[src/rtl/apb_regfile_completer.sv]
// ---------------------------------------------------------------------------
// apb_regfile_completer
//
// APB completer holding DEPTH 8-bit registers. Every transfer is stretched by
// WAIT_CYCLES wait states (access-phase cycles with pready low), so the
// completion edge lands WAIT_CYCLES+2 cycles after the setup cycle.
// Addresses at or above DEPTH are out of range: reads return 0x00 and writes
// are discarded.
//
// Optional feature (compile-time macro APB_COMPLETER_PSLVERR_EN):
//   defined   - pslverr is high in the pready-high cycle of an out-of-range
//               transfer
//   undefined - pslverr is tied low
//
// Parameters:
//   DEPTH       number of registers, 1..256
//   WAIT_CYCLES wait states per transfer, 0..15
//
// Ports:
//   pclk     in   bus clock, rising edge
//   prstn    in   asynchronous reset, active HIGH despite its name
//   psel     in   completer select
//   penable  in   access-phase strobe
//   pwrite   in   1 = write, 0 = read (captured in the setup cycle)
//   paddr    in   8-bit register address (captured in the setup cycle)
//   pwdata   in   8-bit write data (captured in the setup cycle)
//   prdata   out  read data, valid while pready is high on a read
//   pready   out  registered transfer-complete
//   pslverr  out  registered error response
// ---------------------------------------------------------------------------
module apb_regfile_completer #(
    parameter int DEPTH       = 16,
    parameter int WAIT_CYCLES = 2
) (
    input  logic       pclk,
    input  logic       prstn,
    input  logic       psel,
    input  logic       penable,
    input  logic       pwrite,
    input  logic [7:0] paddr,
    input  logic [7:0] pwdata,
    output logic [7:0] prdata,
    output logic       pready,
    output logic       pslverr
);

    localparam int IDX_W = (DEPTH > 1) ? $clog2(DEPTH) : 1;

    // IDLE watches for a setup cycle; SETUP is the first access cycle after
    // the request was captured; ACCESS covers the remaining access cycles.
    typedef enum logic [1:0] {
        IDLE,
        SETUP,
        ACCESS
    } state_t;

    state_t      state;
    state_t      state_next;
    logic [7:0]  regs [DEPTH];
    logic [7:0]  addr_q;
    logic [7:0]  addr_next;
    logic [7:0]  wdata_q;
    logic [7:0]  wdata_next;
    logic        write_q;
    logic        write_next;
    logic [3:0]  count;
    logic [3:0]  count_next;
    logic [7:0]  prdata_next;
    logic        load_ready;
    logic        complete;
    logic        commit;
    logic        wr_in_range;
    logic [7:0]  rd_addr;
    logic        rd_write;
    logic        rd_in_range;
    logic [7:0]  rd_data;

    // A transfer finishes when the master is still in the access phase and
    // pready is already high; only in-range writes touch the register file.
    assign complete    = (state != IDLE) && psel && penable && pready;
    assign wr_in_range = ({1'b0, addr_q} < 9'(DEPTH));
    assign commit      = complete && write_q && wr_in_range;

    // pready rises on the same edge that leaves IDLE when there are no wait
    // states, before addr_q/write_q are loaded, so the read lookup takes the
    // live bus values in IDLE and the captured ones afterwards.
    assign rd_addr     = (state == IDLE) ? paddr  : addr_q;
    assign rd_write    = (state == IDLE) ? pwrite : write_q;
    assign rd_in_range = ({1'b0, rd_addr} < 9'(DEPTH));
    assign rd_data     = rd_in_range ? regs[rd_addr[IDX_W-1:0]] : 8'h00;

    // State register plus the captured request, counter and registered
    // outputs. pready is high for exactly one cycle per completed transfer,
    // so it simply follows load_ready.
    always_ff @(posedge pclk or posedge prstn) begin
        if (prstn) begin
            state   <= IDLE;
            addr_q  <= 8'h00;
            wdata_q <= 8'h00;
            write_q <= 1'b0;
            count   <= 4'd0;
            prdata  <= 8'h00;
            pready  <= 1'b0;
        end else begin
            state   <= state_next;
            addr_q  <= addr_next;
            wdata_q <= wdata_next;
            write_q <= write_next;
            count   <= count_next;
            prdata  <= prdata_next;
            pready  <= load_ready;
        end
    end

    // Next-state logic. The counter starts at WAIT_CYCLES and pready is
    // scheduled on the edge where it steps from 1 to 0, which puts pready
    // in access cycle WAIT_CYCLES+1. Completion or a dropped psel/penable
    // returns to IDLE, where a back-to-back setup is picked up at once.
    always_comb begin
        state_next  = state;
        addr_next   = addr_q;
        wdata_next  = wdata_q;
        write_next  = write_q;
        count_next  = count;
        load_ready  = 1'b0;
        prdata_next = prdata;
        case (state)
            IDLE: begin
                if (psel && !penable) begin
                    state_next = SETUP;
                    addr_next  = paddr;
                    wdata_next = pwdata;
                    write_next = pwrite;
                    count_next = 4'(WAIT_CYCLES);
                    load_ready = (WAIT_CYCLES == 0);
                end
            end
            SETUP, ACCESS: begin
                if (complete || !(psel && penable)) begin
                    state_next = IDLE;
                end else begin
                    state_next = ACCESS;
                    if (count != 4'd0) begin
                        count_next = count - 4'd1;
                    end
                    load_ready = (count == 4'd1);
                end
            end
            default: begin
                state_next = IDLE;
            end
        endcase
        if (load_ready && !rd_write) begin
            prdata_next = rd_data;
        end
    end

    // Register file; a write lands on its completion edge, so a following
    // setup already sees the new contents.
    always_ff @(posedge pclk or posedge prstn) begin
        if (prstn) begin
            for (int i = 0; i < DEPTH; i++) begin
                regs[i] <= 8'h00;
            end
        end else if (commit) begin
            regs[addr_q[IDX_W-1:0]] <= wdata_q;
        end
    end

`ifdef APB_COMPLETER_PSLVERR_EN
    // Error flag shares pready's one-cycle window.
    always_ff @(posedge pclk or posedge prstn) begin
        if (prstn) begin
            pslverr <= 1'b0;
        end else begin
            pslverr <= load_ready && !rd_in_range;
        end
    end
`else
    assign pslverr = 1'b0;
`endif

endmodule

[config.mk]
export PLATFORM = sky130hd
export DESIGN_NAME = apb_regfile_completer
export DESIGN_NICKNAME = d
export VERILOG_FILES = /design/src/rtl/apb_regfile_completer.sv
export SDC_FILE = /design/constraint.sdc
export NUM_CORES = 1
export LEC_CHECK = 0
export BUFFER_PORTS_ARGS = -buffer_cell sky130_fd_sc_hd__buf_2
export CELL_PAD_IN_SITES_DETAIL_PLACEMENT = 1
export CELL_PAD_IN_SITES_GLOBAL_PLACEMENT = 1
export CORE_MARGIN = 5
export CORE_UTILIZATION = 45
export CTS_BUF_LIST = sky130_fd_sc_hd__clkbuf_2 sky130_fd_sc_hd__clkbuf_4 sky130_fd_sc_hd__clkbuf_8
export DETAILED_ROUTE_END_ITERATION = 6
export PLACE_DENSITY = 0.73
export SLEW_MARGIN = 20
export SYNTH_ARGS = -nofsm -noshare
export SYNTH_HDL_FRONTEND = slang
export SYNTH_SLANG_ARGS = --single-unit
export TNS_END_PERCENT = 30
[constraint.sdc]
create_clock -name pclk -period 7.45 [get_ports pclk]
set_input_delay 1.1175 -clock pclk [delete_from_list [all_inputs] [get_ports pclk]]
set_output_delay 1.1175 -clock pclk [all_outputs]
set_load 0.01 [all_outputs]
==> qor.txt, run 1 <==
Status - complete, no violations
Initial drt markers - 351
Mapped Avg Cell Area - 11.3 sq um
Unrepaired setup endpoints after global routing - no
Antenna violations before repair - 0
Worst Hold Class - reg2reg
Largest family of logic cells by synthesized area - multiplexers
DRT antenna net count - 0
FP Rows - 48
Worst r2r src - state[0]
Post-CTS sizing - 0
Final RePlAce weighted congestion - 0.821
Via count - 5817
Critical setup path kind - reg2reg
Clk slew on worst S/H paths - 0.09 ns
Initial core utilization - 46.0%
Area of the multi-input gates - 3730 sq um
Critical path launch point - state[0]
Relative slew slack - 21.9%
Finished Layout Cells - 954
DRT Wirelength - 22400 um
Die ar. - 20500 sq um
Dominant synthesized flop cell - dfrtp_1
Fin. max-slew vios - 0
Net count, final - 742
P&R area growth vs syn - 8.62%
Reg2reg setup slack - 4.08 ns
Post-Syn Area - 7990 sq um
Post-synth ARST share - 100%
Cts-stage hold buffer count - 0
CP required - 7.81 ns
Setup Buffers After CTS - 0
Final Util - 50.0%
Worst-Margin Slew - 1.16 ns
Placed cells - 921
Setup_tns - 0 ns
Fin Clk Skew - 0.0185 ns
Drt drc - 0
Dpl hpwl - 15100 um
Register area - 4000 sq um
Seq cells post-synth - 160
Peak supply drop - 0.000272 V
RR Endpoint - prdata[2]
Root buffer cell - clkbuf_8
Pre-antenna DRT Iters - 4
Synth Area in Simple Gates - 11.6%
Gr usage total - 23.0%
Vias in the first global route - 6280
Routed wire per std cell - 23.5 um
Inserted Diodes - 0
Global route hottest layer - met2
GR Util met1 - 30.9%
Crit-path cells - inv_1 -> ha_2 -> buf_4 -> nand2b_1 -> nand2_1 -> nand2_1 -> a21oi_1 -> or4_1 -> a32o_1
Max-Cap Viols - 0
H-tree levels - 4
Fillers - 1866
CTS Buffer Depth - 2
Number of CTS-inserted buffers - 17
Die W - 143 um
Final setup fails - 0
Setup crit end kind - flop
Worst-path maximum fanout - 47
Post-Synth Adder-Cell Area - 0.783%
I/O pin cnt - 31
Via density - 6.10
Hold_sp - prdata[5]
Crit path capture - prdata[2]
Delay of the slowest cell on the worst path - 0.53 ns
Met3 usage - 3.58%
Met2 GRT Util - 38.3%
YS warnings - 0
Largest net degree at the start of global routing - 96
Post-synthesis mux area share - 23.2%
R2R depth - 9
Register area share after synthesis - 50.1%
Sink Count - 160
Complex-gate fraction of the synthesized area - 10.9%
First-pass GRT wire length - 35900 um
Worst skew pair latency - 0.46 ns
Max Freq - 297 MHz
Overflow after GRT - 0
CP most frequent cell - nand2_1
CTS tree - done
Layout cells sized above 1 - 32.2%
Count of cell types in the netlist - 55
Period utilisation layout - 45.2%
Crit path arrival time - 3.72 ns
Post-Syn Instances - 708
Syn_nets - 734
Die height - 143 um
Power Density - 310 nW/um^2
Pleak - 4.00 nW
Xor-xnor portion of the synthesized cell area - 0%
Final Hold Fails - 0
Crit-path slowest cell - or4_1
Worst setup SP type - flop
Core area - 17400 sq um
Post-synth EDFFs - 0
Minimum clock period - 3.37 ns
Port Buffers - 29
[layer usage]
layer,up-vias,wire length (um)
met5,-,0
met4,0,497
met3,34,893
met2,145,11000
met1,3067,10100
li1,2571,-
[logic make-up after synthesis]
kind of cell	count (synthesis)
flip-flops	160
AO/OA/AOI/OAI	130
multiplexers	164
AND/OR/NAND/NOR	190
buffers and inverters	58
adder cells (fa/ha/maj)	5
other	1
[state kept, by name, summed over array words and instances, names as in the netlist]
| name | cells |
|---|---|
| wdata_q | 8 |
| prdata | 8 |
| count | 4 |
| state | 2 |
| write_q | 1 |
| addr_q | 8 |
| pready | 1 |
| regs | 128 |
[power breakdown]
part           switching [mW]  internal (mW)  total [mW]  leakage [nW]
registers               0.202          0.921        1.12          2.19
logic                   0.597          0.306       0.903          1.59
clock network           0.331          0.331       0.663         0.214
total                    1.13           1.56        2.69          4.00
[synthesized netlist by cell type, types with 2 or more instances]
cell,instances,share of area (%)
nor2_1,19,0.89
nor2_4,3,0.42
a311oi_1,3,0.33
a221oi_1,4,0.44
o22a_1,2,0.22
inv_1,10,0.47
a32o_1,5,0.63
nand2b_1,6,0.47
a22o_1,9,0.99
nor4_1,2,0.16
or4_1,7,0.66
nand2_1,98,4.6
buf_4,6,0.56
buf_2,14,0.88
a211oi_1,21,2.0
and2b_1,2,0.19
ha_1,5,0.78
nor3_1,9,0.56
a22oi_1,2,0.19
or3_1,2,0.16
o2111ai_1,7,0.77
nor2_2,6,0.47
o21ai_0,19,1.2
a31oi_1,7,0.55
clkbuf_1,26,1.2
a21oi_1,37,2.3
o22ai_1,7,0.55
nand3_1,14,0.88
dfrtp_1,160,50
mux2i_1,16,2.0
nand3b_1,2,0.19
nor2b_1,10,0.78
nor3b_1,2,0.19
mux2_2,145,20
[how the worst min path moves through the flow]
stage                end  slack [ns]  depth (start not counted)
2_1_floorplan  regs[100]        0.46                          1
3_3_place_gp   prdata[5]        0.47                          2
3_5_place_dp   prdata[5]        0.47                          2
4_1_cts        prdata[5]        0.49                          2
5_1_grt        regs[100]        0.51                          1
6_report       prdata[5]        0.49                          2
[worst max-delay path: cells and delay by family (launching register included)]
| family | cells | cell delay (ns) |
|---|---|---|
| AND/OR/NAND/NOR | 4 | 1.76 |
| AO/OA/AOI/OAI | 2 | 0.36 |
| adder cells (fa/ha/maj) | 1 | 0.17 |
| buffers and inverters | 2 | 0.54 |
| flip-flops | 1 | 0.40 |
[through the flow]
| step | total power, mW | setup slack (ns) | area [sq um] | hold slack [ns] |
|---|---|---|---|---|
| global route | 2.83 | 3.87 | 8670 | 0.512 |
| CTS | 2.70 | 4.09 | 8660 | 0.493 |
| global placement | 2.00 | 3.99 | 8250 | 0.468 |
| floorplan | 1.72 | 2.01 | 7990 | 0.464 |
| finish | 2.69 | 4.08 | 8670 | 0.486 |
| detailed placement | 2.03 | 3.92 | 8250 | 0.472 |
[area by class of cell]
class                      count  area share (%)
tap                          225            3.25
clock inverter                11            1.47
inverter                      11           0.534
sequential                   160            46.2
clock buffer                  21            3.26
timing repair buffer          36            2.32
multi-input combinational    490            43.0
[cell usage in the layout, fill, tap and decap left out, drive strengths merged, types with 5 or more instances in the layout]
| cell | n |
|---|---|
| dfrtp | 160 |
| mux2 | 146 |
| nand2 | 98 |
| a21oi | 37 |
| buf | 36 |
| nor2 | 28 |
| a211oi | 21 |
| clkbuf | 21 |
| o21ai | 19 |
| mux2i | 17 |
| nand3 | 14 |
| inv | 13 |
| nor3 | 11 |
| nor2b | 10 |
| a22o | 9 |
| a31oi | 8 |
| o2111ai | 7 |
| or4 | 7 |
| o22ai | 7 |
| nand2b | 7 |
| clkinv | 7 |
| a32o | 5 |
| ha | 5 |
(Power assumes the default switching activity.)
==> inputs of run 2 (changes only) <==
- ABC_AREA: unset -> 1
- CORE_UTILIZATION: 45 -> 44
- PLACE_DENSITY: 0.73 -> 0.78
- clock period: 7.45 -> 3 ns (I/O delays scaled with it)
==> run 2 against run 1 <==
Power rose to 2.7 times the previous value. Die area down 3.1%. Final area decreased by 4.3%. Sequential cell count is the same. Register-to-register slack worse by 3.4 ns. Clock power increased to 2.6 times the previous value. Clock-buffer cell count is 1 higher. Area after synthesis fell by 5.5%. Wire length shrank 1.2%. Sequential power grew 120%. First-iteration DRC count is 12% higher. Global-route usage rose by 0.54 points.
==> qor.txt, run 2 <==
Worst setup SP type - flop
P&R area growth vs syn - 10.0%
Power Density - 869 nW/um^2
Delay of the slowest cell on the worst path - 0.40 ns
Antenna violations before repair - 0
Via density - 5.43
Max-Cap Viols - 0
Area after DPL - 7880 sq um
Post-Syn Area - 7550 sq um
Area contributors post-synth - dfrtp_1 53%, nand2_1 15%, nand3_1 9.0%
Largest net degree at the start of global routing - 44
Setup_tns - 0 ns
Minimum clock period - 2.27 ns
Most frequent cells in the layout - 301 x nand2_1, 160 x dfrtp_1, 136 x nand3_1
YS warnings - 0
Status - complete, no violations
Mapped Avg Cell Area - 8.22 sq um
Dominant synthesized flop cell - dfrtp_1
Via count - 6330
Synth top cells by count - 303 x nand2_1, 160 x dfrtp_1, 136 x nand3_1
Post-Syn Instances - 918
Area leader, netlist - dfrtp_1
Max Freq - 440 MHz
R2R depth - 13
Clk slew on worst S/H paths - 0.09 ns
Final Util - 49.7%
Post-synth ARST share - 100%
Largest Register - regs
Pwr Total - 7.21 mW
Relative slew slack - 39.9%
Core area - 16700 sq um
Initial drt markers - 394
Routed wire per std cell - 19.0 um
Inserted Diodes - 0
Register area share after synthesis - 53.1%
I/O pin cnt - 31
Final RePlAce weighted congestion - 0.826
CP most frequent cell - nand2_1
Fin area - 8300 sq um
Net count, final - 959
Gr usage total - 23.6%
Peak supply drop - 0.000437 V
Worst-path maximum fanout - 37
Dpl hpwl - 15000 um
Setup crit end kind - flop
FP Rows - 47
Levels on crit path - 13
Cts-stage hold buffer count - 0
Worst Hold Class - in2async
Port Buffers - 29
Number of CTS-inserted buffers - 17
Pleak - 3.97 nW
Post-synth top area share - 53.1%
Die W - 141 um
Post-synth EDFFs - 0
Die height - 141 um
Seq cells post-synth - 160
Fin. max-slew vios - 0
Post-CTS sizing - 0
Worst skew pair latency - 0.47 ns
H-tree levels - 4
Pre-antenna DRT Iters - 5
Final Hold Fails - 0
Pre-CTS setup slack - 0.737 ns
Layout cells sized above 1 - 10.5%
DRT Wirelength - 22200 um
Vias in the first global route - 6674
Critical setup path kind - reg2reg
Cell family with most CP delay - simple AND/OR/NAND/NOR gates
Final setup fails - 0
First-pass GRT wire length - 36500 um
Drt drc - 0
Initial core utilization - 45.2%
Worst-Margin Slew - 0.899 ns
Fin Clk Skew - 0.0129 ns
Unrepaired setup endpoints after global routing - no
Period utilisation layout - 75.7%
Syn_nets - 944
CP required - 3.38 ns
CTS tree - done
Setup Buffers After CTS - 0
WP buf/inv - 3
DRT antenna net count - 0
Crit path arrival time - 2.65 ns
Overflow after GRT - 0
Crit-path slowest cell - dfrtp_1
Root buffer cell - clkbuf_8
Max reg flops - 128
Most frequent cell after synthesis - nand2_1
Sink Count - 160
CTS Buffer Depth - 2
Crit-path cells - inv_1 -> ha_1 -> buf_4 -> nand2_1 -> nand2_2 -> buf_12 -> nand2_1 -> nand3_1 -> nand3_1 -> nand3_1 -> nand2_1 -> nand2_1 -> nand2_1
Die ar. - 19900 sq um
Most common cell after layout, fill and taps aside - nand2_1
Count of cell types in the netlist - 27
Final WS setup - 0.730 ns
run 2: changes by cell type after synthesis, sizes merged, moves of 26 or more:
cell,change
mux2,-146
inv,+40
nand3,+122
nand2,+216
a21oi,-26
o21ai,+127
run 2: cell type report:
class                           instances  area [sq um]
Clock inverter                         10           124
Inverter                               50           191
Tap cell                              220           275
Sequential cell                       160          4000
Multi-Input combinational cell        656          3020
Timing Repair Buffer                   48           388
Clock buffer                           22           303
Fill cell                            2052          8400
run 2: kinds of logic (layout without fill, tap and decap cells):
group                    Yosys count  in the layout  share of synthesized area (%)
AND/OR/NAND/NOR                  489            489                           28.1
AO/OA/AOI/OAI                    160            160                           10.7
flip-flops                       160            160                           53.1
buffers and inverters            102            130                           7.15
adder cells (fa/ha/maj)            5              5                          0.829
other                              1              1                         0.0497
XOR/XNOR                           1              1                          0.116
run 2: metrics by stage:
step / hold slack [ns] / instances
after floorplan: 0.444 / 918
after detailed placement: 0.469 / 1134
final: 0.158 / 1166
after CTS: 0.164 / 1166
after global routing: 0.204 / 1166
after global placement: 0.458 / 1134
run 2: worst paths after layout:
check	endpoint	start	slack (ns)
max in group asynchronous	regs[19]	prstn	2.09
min	regs[94]	prstn	0.16
min in group pclk	wdata_q[7]	pwdata[7]	0.23
max	prdata[6]	state[0]	0.73
max reg2reg	prdata[6]	state[0]	0.73
min reg2reg	regs[1]	regs[1]	0.49
run 2: routing by layer:
layer | share of wire (%) | track usage [%] | vias up
li1 | - | - | 3015
met1 | 46 | 32.3 | 3166
met2 | 48 | 38.3 | 124
met3 | 4.0 | 4.64 | 25
met4 | 1.8 | 6.94 | 0
met5 | 0 | 0 | -
run 2: report_power, final:
part	internal (mW)	switching, mW
registers	2.31	0.0997
logic	0.898	2.21
clock network	0.857	0.842
total	4.06	3.15
